**src/rtl/decode_pkg.sv**
```systemverilog
// Shared types and opcode constants for the instruction decode stage.
// The immediate is carried at the widest XLEN and narrowed at the stage outputs.
package decode_pkg;

  localparam int IMM_W = 64;

  typedef enum logic [2:0] {
    FMT_R    = 3'd0,
    FMT_I    = 3'd1,
    FMT_S    = 3'd2,
    FMT_B    = 3'd3,
    FMT_U    = 3'd4,
    FMT_J    = 3'd5,
    FMT_NONE = 3'd7
  } fmt_e;

  typedef enum logic [1:0] {
    OCC_EMPTY = 2'd0,
    OCC_ONE   = 2'd1,
    OCC_TWO   = 2'd2
  } occ_e;

  localparam logic [6:0] OPC_OP        = 7'b0110011;
  localparam logic [6:0] OPC_OP_32     = 7'b0111011;
  localparam logic [6:0] OPC_JALR      = 7'b1100111;
  localparam logic [6:0] OPC_LOAD      = 7'b0000011;
  localparam logic [6:0] OPC_OP_IMM    = 7'b0010011;
  localparam logic [6:0] OPC_OP_IMM_32 = 7'b0011011;
  localparam logic [6:0] OPC_STORE     = 7'b0100011;
  localparam logic [6:0] OPC_BRANCH    = 7'b1100011;
  localparam logic [6:0] OPC_LUI       = 7'b0110111;
  localparam logic [6:0] OPC_AUIPC     = 7'b0010111;
  localparam logic [6:0] OPC_JAL       = 7'b1101111;

  typedef struct packed {
    fmt_e             fmt;
    logic [6:0]       opcode;
    logic [2:0]       funct3;
    logic [6:0]       funct7;
    logic [4:0]       rs1;
    logic [4:0]       rs2;
    logic [4:0]       rd;
    logic [IMM_W-1:0] imm;
    logic             is_w;
    logic             illegal;
  } decoded_t;

  function automatic logic is_w_opcode(input logic [6:0] opc);
    return (opc == OPC_OP_32) || (opc == OPC_OP_IMM_32);
  endfunction

endpackage

```
**src/rtl/instr_field_decode.sv**
```systemverilog
// Combinational RV32/RV64 field extraction: format, register fields, sign-extended
// immediate and illegal-encoding detection. Illegal encodings report every field as 0.
module instr_field_decode
  import decode_pkg::*;
#(
  parameter int XLEN = 64
) (
  input  logic [31:0] instr,
  output decoded_t    dec
);

  logic [6:0] opc;
  logic [6:0] f7;
  fmt_e       fmt;
  logic       illegal;

  always_comb begin
    opc = instr[6:0];
    f7  = instr[31:25];
    case (opc)
      OPC_OP, OPC_OP_32:                                fmt = FMT_R;
      OPC_JALR, OPC_LOAD, OPC_OP_IMM, OPC_OP_IMM_32:    fmt = FMT_I;
      OPC_STORE:                                        fmt = FMT_S;
      OPC_BRANCH:                                       fmt = FMT_B;
      OPC_LUI, OPC_AUIPC:                               fmt = FMT_U;
      OPC_JAL:                                          fmt = FMT_J;
      default:                                          fmt = FMT_NONE;
    endcase

    illegal = (instr[1:0] != 2'b11) || (fmt == FMT_NONE) ||
              ((fmt == FMT_R) && (f7 != 7'b0000000) && (f7 != 7'b0100000) &&
               (f7 != 7'b0000001)) ||
              ((XLEN == 32) && is_w_opcode(opc));

    dec         = '0;
    dec.fmt     = FMT_NONE;
    dec.illegal = illegal;
    if (!illegal) begin
      dec.fmt    = fmt;
      dec.opcode = opc;
      dec.is_w   = is_w_opcode(opc);
      case (fmt)
        FMT_R: begin
          dec.funct3 = instr[14:12];
          dec.funct7 = f7;
          dec.rs1    = instr[19:15];
          dec.rs2    = instr[24:20];
          dec.rd     = instr[11:7];
        end
        FMT_I: begin
          dec.funct3 = instr[14:12];
          dec.rs1    = instr[19:15];
          dec.rd     = instr[11:7];
          dec.imm    = {{52{instr[31]}}, instr[31:20]};
        end
        FMT_S: begin
          dec.funct3 = instr[14:12];
          dec.rs1    = instr[19:15];
          dec.rs2    = instr[24:20];
          dec.imm    = {{52{instr[31]}}, instr[31:25], instr[11:7]};
        end
        FMT_B: begin
          dec.funct3 = instr[14:12];
          dec.rs1    = instr[19:15];
          dec.rs2    = instr[24:20];
          dec.imm    = {{51{instr[31]}}, instr[31], instr[7], instr[30:25],
                        instr[11:8], 1'b0};
        end
        FMT_U: begin
          dec.rd  = instr[11:7];
          dec.imm = {{32{instr[31]}}, instr[31:12], 12'b0};
        end
        FMT_J: begin
          dec.rd  = instr[11:7];
          dec.imm = {{43{instr[31]}}, instr[31], instr[19:12], instr[20],
                     instr[30:21], 1'b0};
        end
        default: ;
      endcase
    end
  end

endmodule

```
**src/rtl/decode_stage.sv**
```systemverilog
// Pipelined decode stage with valid/ready handshakes on both sides and an optional
// skid slot so that in_ready does not depend combinationally on out_ready.
module decode_stage
  import decode_pkg::*;
#(
  parameter int XLEN    = 64,
  parameter bit SKID_EN = 1'b1
) (
  input  logic            clk,
  input  logic            reset,
  input  logic            flush,
  input  logic            in_valid,
  output logic            in_ready,
  input  logic [31:0]     in_instr,
  input  logic [XLEN-1:0] in_pc,
  output logic            out_valid,
  input  logic            out_ready,
  output logic [XLEN-1:0] out_pc,
  output logic [2:0]      out_fmt,
  output logic [6:0]      out_opcode,
  output logic [2:0]      out_funct3,
  output logic [6:0]      out_funct7,
  output logic [4:0]      out_rs1,
  output logic [4:0]      out_rs2,
  output logic [4:0]      out_rd,
  output logic [XLEN-1:0] out_imm,
  output logic            out_is_w,
  output logic            out_illegal
);

  decoded_t        in_dec;
  occ_e            state_q, state_d;
  decoded_t        main_dec_q, main_dec_d, skid_dec_q, skid_dec_d;
  logic [XLEN-1:0] main_pc_q, main_pc_d, skid_pc_q, skid_pc_d;
  logic            acc, take;

  instr_field_decode #(.XLEN(XLEN)) u_field_decode (
    .instr (in_instr),
    .dec   (in_dec)
  );

  assign out_valid = (state_q != OCC_EMPTY);
  assign in_ready  = SKID_EN ? (state_q != OCC_TWO) : (!out_valid || out_ready);
  assign acc       = in_valid && in_ready;
  assign take      = out_valid && out_ready;

  always_comb begin
    state_d    = state_q;
    main_dec_d = main_dec_q;
    main_pc_d  = main_pc_q;
    skid_dec_d = skid_dec_q;
    skid_pc_d  = skid_pc_q;
    unique case (state_q)
      OCC_EMPTY: begin
        if (acc) begin
          state_d    = OCC_ONE;
          main_dec_d = in_dec;
          main_pc_d  = in_pc;
        end
      end
      OCC_ONE: begin
        if (acc && take) begin
          main_dec_d = in_dec;
          main_pc_d  = in_pc;
        end else if (acc && SKID_EN) begin
          // Consumer stalled: park the newcomer behind the head entry.
          state_d    = OCC_TWO;
          skid_dec_d = in_dec;
          skid_pc_d  = in_pc;
        end else if (take) begin
          state_d = OCC_EMPTY;
        end
      end
      OCC_TWO: begin
        if (take) begin
          state_d    = OCC_ONE;
          main_dec_d = skid_dec_q;
          main_pc_d  = skid_pc_q;
        end
      end
      default: state_d = OCC_EMPTY;
    endcase
    // Redirect drops everything, including a same-cycle accept or take.
    if (flush) state_d = OCC_EMPTY;
  end

  always_ff @(posedge clk or posedge reset) begin
    if (reset) begin
      state_q    <= OCC_EMPTY;
      main_dec_q <= '0;
      main_pc_q  <= '0;
      skid_dec_q <= '0;
      skid_pc_q  <= '0;
    end else begin
      state_q    <= state_d;
      main_dec_q <= main_dec_d;
      main_pc_q  <= main_pc_d;
      skid_dec_q <= skid_dec_d;
      skid_pc_q  <= skid_pc_d;
    end
  end

  assign out_pc      = main_pc_q;
  assign out_fmt     = main_dec_q.fmt;
  assign out_opcode  = main_dec_q.opcode;
  assign out_funct3  = main_dec_q.funct3;
  assign out_funct7  = main_dec_q.funct7;
  assign out_rs1     = main_dec_q.rs1;
  assign out_rs2     = main_dec_q.rs2;
  assign out_rd      = main_dec_q.rd;
  assign out_imm     = main_dec_q.imm[XLEN-1:0];
  assign out_is_w    = main_dec_q.is_w;
  assign out_illegal = main_dec_q.illegal;

endmodule

```
**config.mk**
```make
export PLATFORM = sky130hd
export DESIGN_NAME = decode_stage
export DESIGN_NICKNAME = d
export VERILOG_FILES = /design/src/rtl/decode_pkg.sv /design/src/rtl/instr_field_decode.sv /design/src/rtl/decode_stage.sv
export SDC_FILE = /design/constraint.sdc
export NUM_CORES = 1
export LEC_CHECK = 0
export CAP_MARGIN = 15
export CORE_ASPECT_RATIO = 0.8
export CORE_MARGIN = 1
export CORE_UTILIZATION = 47
export DETAILED_ROUTE_END_ITERATION = 10
export GPL_ROUTABILITY_DRIVEN = 0
export PLACE_DENSITY = 0.76
export SKIP_CTS_REPAIR_TIMING = 1
export SYNTH_ARGS = -nofsm -noshare
export SYNTH_HDL_FRONTEND = slang
export SYNTH_SLANG_ARGS = --single-unit
export TNS_END_PERCENT = 30
```
**constraint.sdc**
```tcl
create_clock -name clk -period 16.4 [get_ports clk]
set_input_delay 3.28 -clock clk [delete_from_list [all_inputs] [get_ports clk]]
set_output_delay 3.28 -clock clk [all_outputs]
set_load 0.03 [all_outputs]
```
* Word-level counts from Yosys, hierarchy flattened
Cells that the tools add are included.
W data, S select, Z words.
** Cells by class
- Eq/ne operators :: 30
- Bitwise operators :: 1
- Muxes and demuxes :: 23
- Reduce and logical (&&, ||, !) cells :: 23
** Operator list (count)
- $pmux W64 S5 :: 1
- $mux W101 :: 3
- $pmux W101 S3 :: 1
- $mux W64 :: 3
- $pmux W64 S3 :: 1
- $mux W100 :: 1
- $eq A7 B6 Y1 const B :: 4
- $eq A7 B5 Y1 const B :: 3
- $eq A7 B7 Y1 const B :: 3
- $pmux W3 S6 :: 1
- $mux W5 :: 3
- $mux W2 :: 6
- $reduce_or A4 Y1 :: 3
- $ne A2 B2 Y1 const B :: 5
- $eq A3 B3 Y1 const B :: 3
- $ne A3 B3 Y1 const B :: 3
- $reduce_and A4 Y1 :: 2
- $eq A7 B2 Y1 const B :: 1
- $mux W7 :: 1
- $ne A7 B1 Y1 const B :: 1
- $ne A7 B6 Y1 const B :: 1
- $reduce_bool A7 Y1 :: 1
- $eq A3 B2 Y1 const B :: 2
- $logic_and A1 B1 Y1 :: 6
- 15 further kinds :: 18
** Word-level totals
- Word-level logic and storage cells :: 100
- Input bits :: 101
- Flip-flop bits (word level) :: 332

* Depth between registers and ports, before layout
Gate-level depths: netlist (run 1).
- Depth after elaboration :: 11
- Mapped depth :: 8

* Modules after synthesis
From an unflattened synthesis (run 1), not the netlist that was laid out.
** Unflattened totals
- Cell total of the unflattened synthesis :: 1098
- Area total of the unflattened synthesis :: 16040.4 µm²
** By module, submodules not included
- decode_stage :: instances 1, cells each 895, sequential area each 8308.0 µm², area an instance 14744.1 µm²
- instr_field_decode :: instances 1, cells each 203, sequential area each 0.0 µm², area an instance 1296.2 µm²

* Worst setup path before layout (run 1)
No wires, ideal clock.
- Kind :: in2reg
- Start point :: input port in_instr[6]
- End point :: register skid_dec_q[71] in the netlist's numbering
- Cell stages on the path :: 7
- Arrival time :: 4.692 ns
- Path buffers :: 2
- Slack :: 11.587 ns
- Setup time :: 0.122 ns
- Cells stage by stage :: buf_2 -> nand4b_4 -> a211oi_4 -> o211ai_2 -> or2_1 -> buf_6 -> a32o_1
** Between the ends
- Word-level cells in the longest chain between the ends :: 9
- Elaborated cells on any way between the ends :: 27
** Ends and longest elaborated chain
- from (decl) :: RTL line decode_stage.sv:14 : input logic [31:0] in_instr,
- $eq A7 B7 Y1, or another cell as far along :: RTL line instr_field_decode.sv:20 : case (opc)
- $reduce_or A4 Y1 or $reduce_or A2 Y1 (tied branches) :: RTL line instr_field_decode.sv:20
- $pmux W3 S6 * :: RTL line instr_field_decode.sv:20
- parallel branches: the longest is 5 deep, another holds $mux W5
- $mux W100 * :: RTL line instr_field_decode.sv:38 : if (!illegal) begin
- to (signal assigned) :: RTL line decode_stage.sv:98 : skid_dec_q <= skid_dec_d;
- to (decl) :: RTL line decode_stage.sv:33 : decoded_t main_dec_q, main_dec_d, skid_dec_q, skid_dec_d;
Every way passes the cells marked *.
A chain may end at the register's enable or synchronous reset.

* Worst setup path after layout (run 1)
- Start point :: input port out_ready
- End point :: register main_dec_q, in the netlist out_imm[27]
** Between the ends
- Word-level cells in the longest chain between the ends :: 4
- Elaborated cells on any way between the ends :: 5
** Ends and longest elaborated chain
- from (decl) :: RTL line decode_stage.sv:17 : input logic out_ready,
- $logic_and A1 B1 Y1 * :: RTL line decode_stage.sv:45 : assign take = out_valid && out_ready;
- $logic_and A1 B1 Y1 :: RTL line decode_stage.sv:62 : if (acc && take) begin
- $ne A2 B2 Y1 (no source line)
- $reduce_and A4 Y1 (no source line) *
- to (signal assigned) :: RTL line decode_stage.sv:96 : main_dec_q <= main_dec_d;
- to (decl) :: RTL line decode_stage.sv:33
Mark *: on every way between the ends. The rest lies on a longest branch, timed or not.

==> results of run 1 <==
-- flip-flops by register name (all words and copies together) (netlist names) --
signal,flops
state_q,2
out_rd,5
out_imm,32
out_opcode,7
out_illegal,1
out_rs2,5
out_funct3,3
skid_pc_q,64
out_fmt,3
out_rs1,5
out_pc,64
out_is_w,1
skid_dec_q,69
out_funct7,7
-- worst max path at each step --
stage          cells past startpoint          end  startpoint  slack (ns)
6_report                           6  out_imm[27]   out_ready       10.17
5_1_grt                            6  out_imm[27]   out_ready        9.90
4_1_cts                            6  out_imm[27]   out_ready       10.23
3_5_place_dp                       6  out_imm[27]   out_ready        9.70
3_3_place_gp                       6  out_imm[22]   out_ready        9.78
2_1_floorplan                      1   out_fmt[0]       reset        5.74
-- cell type report --
class | count | area, µm²
flip-flops and latches | 268 | 6706
inverters | 6 | 31.28
well taps | 318 | 397.9
fillers | 2030 | 9176
diodes | 1 | 2.502
multi-input cells | 907 | 4428
repair buffers | 279 | 2763
clock inverters | 11 | 157.7
clock buffers | 38 | 777.0
-- cells in the final DEF, fill, tap and decap left out, types with 2 or more instances in the layout --
cell / count
a21oi_1: 75
a22o_1: 14
a22oi_1: 5
a31o_2: 8
a31oi_1: 73
a32o_1: 7
a32oi_1: 6
a41o_1: 2
and2_1: 6
and3_1: 6
buf_4: 12
bufinv_16: 4
clkbuf_1: 5
clkbuf_16: 27
clkbuf_8: 6
clkdlybuf4s50_1: 267
clkinv_2: 7
dfrtp_1: 268
inv_1: 4
mux2i_1: 2
nand2_1: 406
nand2b_1: 2
nand3_1: 18
nand4_1: 6
nor2_1: 122
nor2b_1: 5
nor3_1: 2
nor4_1: 4
o211ai_2: 2
o21ai_0: 69
o22ai_1: 2
o31ai_1: 9
or2_1: 2
or2_2: 3
or3_1: 27
-- where the power goes --
part,switching [mW],total [mW],internal (mW)
combinational,0.245,0.406,0.161
sequential,0.0572,0.817,0.760
clock,0.254,0.646,0.392
-- worst max-delay path, stage by stage --
cell and delay [ns]:
clkdlybuf4s50_1 0.65, mux2i_1 0.27, o2bb2ai_4 0.81, nand2_1 0.44, a31oi_1 0.93, a21oi_1 0.18
-- metal layers --
metal	vias up	share of wire, %	global-route usage, %
li1	4749	-	-
met1	4946	45	36.18
met2	418	45	38.13
met3	36	8.5	6.005
met4	0	1.6	6.021
met5	-	0	0
-- per-stage QoR --
stage | hold slack (ns) | instance area [µm²] | power (mW)
2_1_floorplan | 0.4403 | 11740 | 1.057
6_report | 0.4662 | 15260 | 1.869
3_3_place_gp | 0.4495 | 14330 | 1.224
4_1_cts | 0.4698 | 15260 | 1.882
5_1_grt | 0.4865 | 15260 | 1.952
3_5_place_dp | 0.4554 | 14330 | 1.235
-- cells by family after synthesis --
logic type,Yosys count,synth area share (%)
AOI/OAI and AO/OA,289,15.55
DFF,268,57.12
muxes,2,0.1705
and+or+nand+nor,616,21.54
buffers and inverters,132,5.617
==> results.cfg, run 1 <==
[drt]
post_drt_wl_per_cell_um = 17.47
dr.pass1.iters = 4
viasPerCell = 5.552
drt_first_iter_violations = 873
drcViolationCount = 0
wl_um = 31930
vias = 10150
ant_nets = 0

[floorplan]
dieArea_um2 = 25620
core_um2 = 24440
fp-row-count = 51
die_h_um = 143.4
io_pins = 268
die_w_um = 178.7
initial_utilization_pct = 48.04

[yosys]
ys.flop_type = dfrtp_1
synth-seq-cells = 268
synth_common_cells = nand2_1 (407), dfrtp_1 (268), nor2_1 (122), a21oi_1 (75), a31oi_1 (73)
syn_avg_cell_area_um2 = 8.982
yosysMostFrequentCell = nand2_1
ys_async_sr_fraction_pct = 100.0
synth_warnings = 0
synth_area_leader_cell = dfrtp_1
ys_seq_area_share_pct = 57.12
syn_nets = 1408
synth_cell_type_count = 54
syn_inst = 1307
synthTopCellsByArea = dfrtp_1 (57%), nand2_1 (13%), nor2_1 (3.9%)
synthesis.area_um2 = 11740
synth_top_area_share_pct = 57.12
synth_edf_count = 0

[grt]
grt_antenna_before_repair = 1
grt_pass1_wl_um = 51350
grt_pass1_vias = 9707
track_usage_pct = 25.07
grt_overflow = 0
grt_max_degree = 138

[setup_path]
arrival_ns = 6.57
r2r_start = state_q[1]
worstPathRequired_ns = 16.74
r2r-end = out_imm[27]
r2r_slack_ns = 13.16
path_max_fanout = 43
end_kind = register
critPathKind = in2reg
reg2regPathDepth = 5
critPathLaunchType = input pin

[placed_design]
place_hpwl_um = 20140
portBuffers = 267
place_ws_ns = 9.699
post-place-cells = 1778

[timing]
skew_ns = 0.006483
fin_crit_ns = 6.228
worstMarginPinSlew_ns = 1.119
max_freq_mhz = 160.6
rsz0062_at_grt = false
period_share_pct = 37.98
final-max-slew-violation-count = 0
hold_viol = 0
worst_slack_ns = 10.17
setup_viol = 0
setup_tns_ns = 0
slew_headroom_pct = 25.04

[job]
maxCapViolations = 0

[cts]
clock_latency_ns = 0.53
clock_sinks = 268
cts_made_buffers = 27
cts_root_buf = clkbuf_16
clock_path_buffers = 3
cts.clk_slew.worst_paths_ns = 0.06
cts_tree = yes
htreeDepth = 1

[layout]
areaGrowthSynthToFinish_pct = 30.01
stdcell_count = 1828
fin_nets = 1590
postLayoutCoreUtil_pct = 62.45
layout-drive-gt1-share_pct = 5.434

[worst_hold_path]
hold_end = out_funct7[3]
hp-class = reg2reg
hold_depth = 2
hp-start = out_funct7[3]

[pwr]
power_density_nw_per_um2 = 122.5
peakVddDrop_uv = 73.02
leakage_nw = 6.738

[status]
status = finished, final reports clean
No activity file was read; power rests on OpenSTA's default activity.
==> run 2, diff against run 1 <==
--- a/config.mk
+++ b/config.mk
@@ -8,10 +8,10 @@
 export CAP_MARGIN = 15
 export CORE_ASPECT_RATIO = 0.8
 export CORE_MARGIN = 1
-export CORE_UTILIZATION = 47
+export CORE_UTILIZATION = 46
 export DETAILED_ROUTE_END_ITERATION = 10
 export GPL_ROUTABILITY_DRIVEN = 0
-export PLACE_DENSITY = 0.76
+export PLACE_DENSITY = 0.77
 export SKIP_CTS_REPAIR_TIMING = 1
 export SYNTH_ARGS = -nofsm -noshare
 export SYNTH_HDL_FRONTEND = slang
==> constraint.sdc (replaced) <==
create_clock -name clk -period 5.1 [get_ports clk]
set_input_delay 1.02 -clock clk [delete_from_list [all_inputs] [get_ports clk]]
set_output_delay 1.02 -clock clk [all_outputs]
set_load 0.03 [all_outputs]
==> run 2 against run 1 <==
Against the previous run:
- first-iteration DRC count is 10% higher
- clock-buffer cell count is 4 higher
- sequential share of layout area is 0.19 points lower
- core utilization shrank 0.38 points
- power grew to 3.2 times the previous value
- clock power rose to 3.3 times the previous value
- sequential cell count stayed put
- highest routed layer unchanged
- critical endpoint is now in_ready
- critical path depth is 3 lower
==> results.cfg, run 2 (synthesis results as in run 1) <==
[pwr]
peakVddDrop_uv = 229.4
leakage_nw = 6.759
internal_power_mw = 4.247
swShare_pct = 29.94
p_seq_share_pct = 43.4
total_power_mw = 6.062
power_density_nw_per_um2 = 395.5
p_sw_mw = 1.815
pwr-share-clk_pct = 35.0
combPwrFrac_pct = 21.6

[layout]
n_antenna_cell = 0
areaGrowthSynthToFinish_pct = 30.57
final_common_cell = nand2_1
largest_register_ffs = 69
layout-drive-gt1-share_pct = 5.556
mostFrequentLayoutCells = nand2_1 (406), dfrtp_1 (268), clkdlybuf4s50_1 (267), nor2_1 (121), a21oi_1 (75)
seqCellArea_um2 = 6706
multiInputGateArea_um2 = 4431
top_register = skid_dec_q
fill_cells = 2032
fin_nets = 1591

[setup_path]
critPathKind = reg2out
path_max_fanout = 48
arrival_ns = 2.59
end_kind = output pin
critPathLaunchType = register
worstPathRequired_ns = 4.08

[timing]
setup_viol = 0
slew_headroom_pct = 21.92
setup_tns_ns = 0
hold_viol = 0
rsz0062_at_grt = false
worstMarginPinSlew_ns = 1.170
final-max-slew-violation-count = 0
skew_ns = 0.008903
fin_crit_ns = 3.606
period_share_pct = 70.71
max_freq_mhz = 277.3

[floorplan]
core_um2 = 24690
die_h_um = 144.9
dieArea_um2 = 26170
die_w_um = 180.6
initial_utilization_pct = 47.54
io_pins = 268
fp-row-count = 51

[grt]
grt_overflow = 0
grt_pass1_vias = 9631
track_usage_pct = 24.87
grt_antenna_before_repair = 1
grt_pass1_wl_um = 52220
grt_max_degree = 221

[placed_design]
place_hpwl_um = 20060
portBuffers = 267

[cts]
clock_path_buffers = 3
cts.clk_slew.worst_paths_ns = 0.06
clock_latency_ns = 0.53
clock_sinks = 268
cts_root_buf = clkbuf_16
cts_made_buffers = 28
cts_tree = yes
htreeDepth = 1

[worst_hold_path]
hp-class = reg2reg

[drt]
viasPerCell = 5.515
drcViolationCount = 0
ant_nets = 0
post_drt_wl_per_cell_um = 17.53
dr.pass1.iters = 5
drt_first_iter_violations = 963
wl_um = 32080
vias = 10090

[status]
status = finished, final reports clean

[job]
maxCapViolations = 0
==> run 2: cell type report <==
type / instances / share of cell area, %
clock buffers: 42 / 5.444
clock inverters: 10 / 0.8571
inverters: 6 / 0.1796
multi-input cells: 907 / 28.90
flip-flops and latches: 268 / 43.75
well taps: 318 / 2.596
repair buffers: 279 / 18.27
==> run 2: final timing paths <==
| path | start | endpoint | slack (ns) | cells past startpoint |
|---|---|---|---|---|
| worst max register to register | state_q[0] | out_imm[25] | 2.34 | 5 |
| worst min-delay path | skid_pc_q[22] | skid_pc_q[22] | 0.47 | 2 |
| max in group asynchronous | reset | skid_dec_q[15] | 3.41 | 3 |
| min in group asynchronous | reset | skid_pc_q[5] | 1.04 | 3 |
| worst max-delay path | state_q[0] | in_ready | 1.49 | 3 |
| worst min register to register | skid_pc_q[22] | skid_pc_q[22] | 0.47 | 2 |
==> run 2: metrics by stage <==
step	util, %	cells	hold WS, ns	cell area (µm²)	worst slack (ns)
after global placement	58.16	1778	0.4511	14360	1.381
after CTS	62.07	1830	0.4717	15330	1.471
after global routing	62.07	1830	0.4879	15330	1.369
after detailed placement	58.16	1778	0.4547	14360	1.256
final	62.07	1830	0.4724	15330	1.494
after floorplan	-	1307	0.4403	11740	0.5405
==> run 2: layer usage <==
metal	vias up	wire length, µm	GRT usage [%]
li1	4744	-	-
met1	4897	14760	36.17
met2	413	14310	37.72
met3	39	2502	5.656
met4	0	510	6.208
met5	-	0	0
==> run 2: power by group through the flow <==
stage / Clock, mW / Combinational, mW / Sequential (mW)
global route: 2.26 / 1.42 / 2.67
global placement: 0 / 1.29 / 2.65
detailed placement: 0 / 1.31 / 2.66
floorplan: 0 / 0.484 / 2.92
CTS: 2.16 / 1.32 / 2.63
finish: 2.12 / 1.31 / 2.63
==> run 2: worst max-delay path: stages, from the launching register on <==
cell	delay (ns)
dfrtp_1	0.51
nor2b_4	0.17
clkinv_2	0.54
clkdlybuf4s50_1	0.81
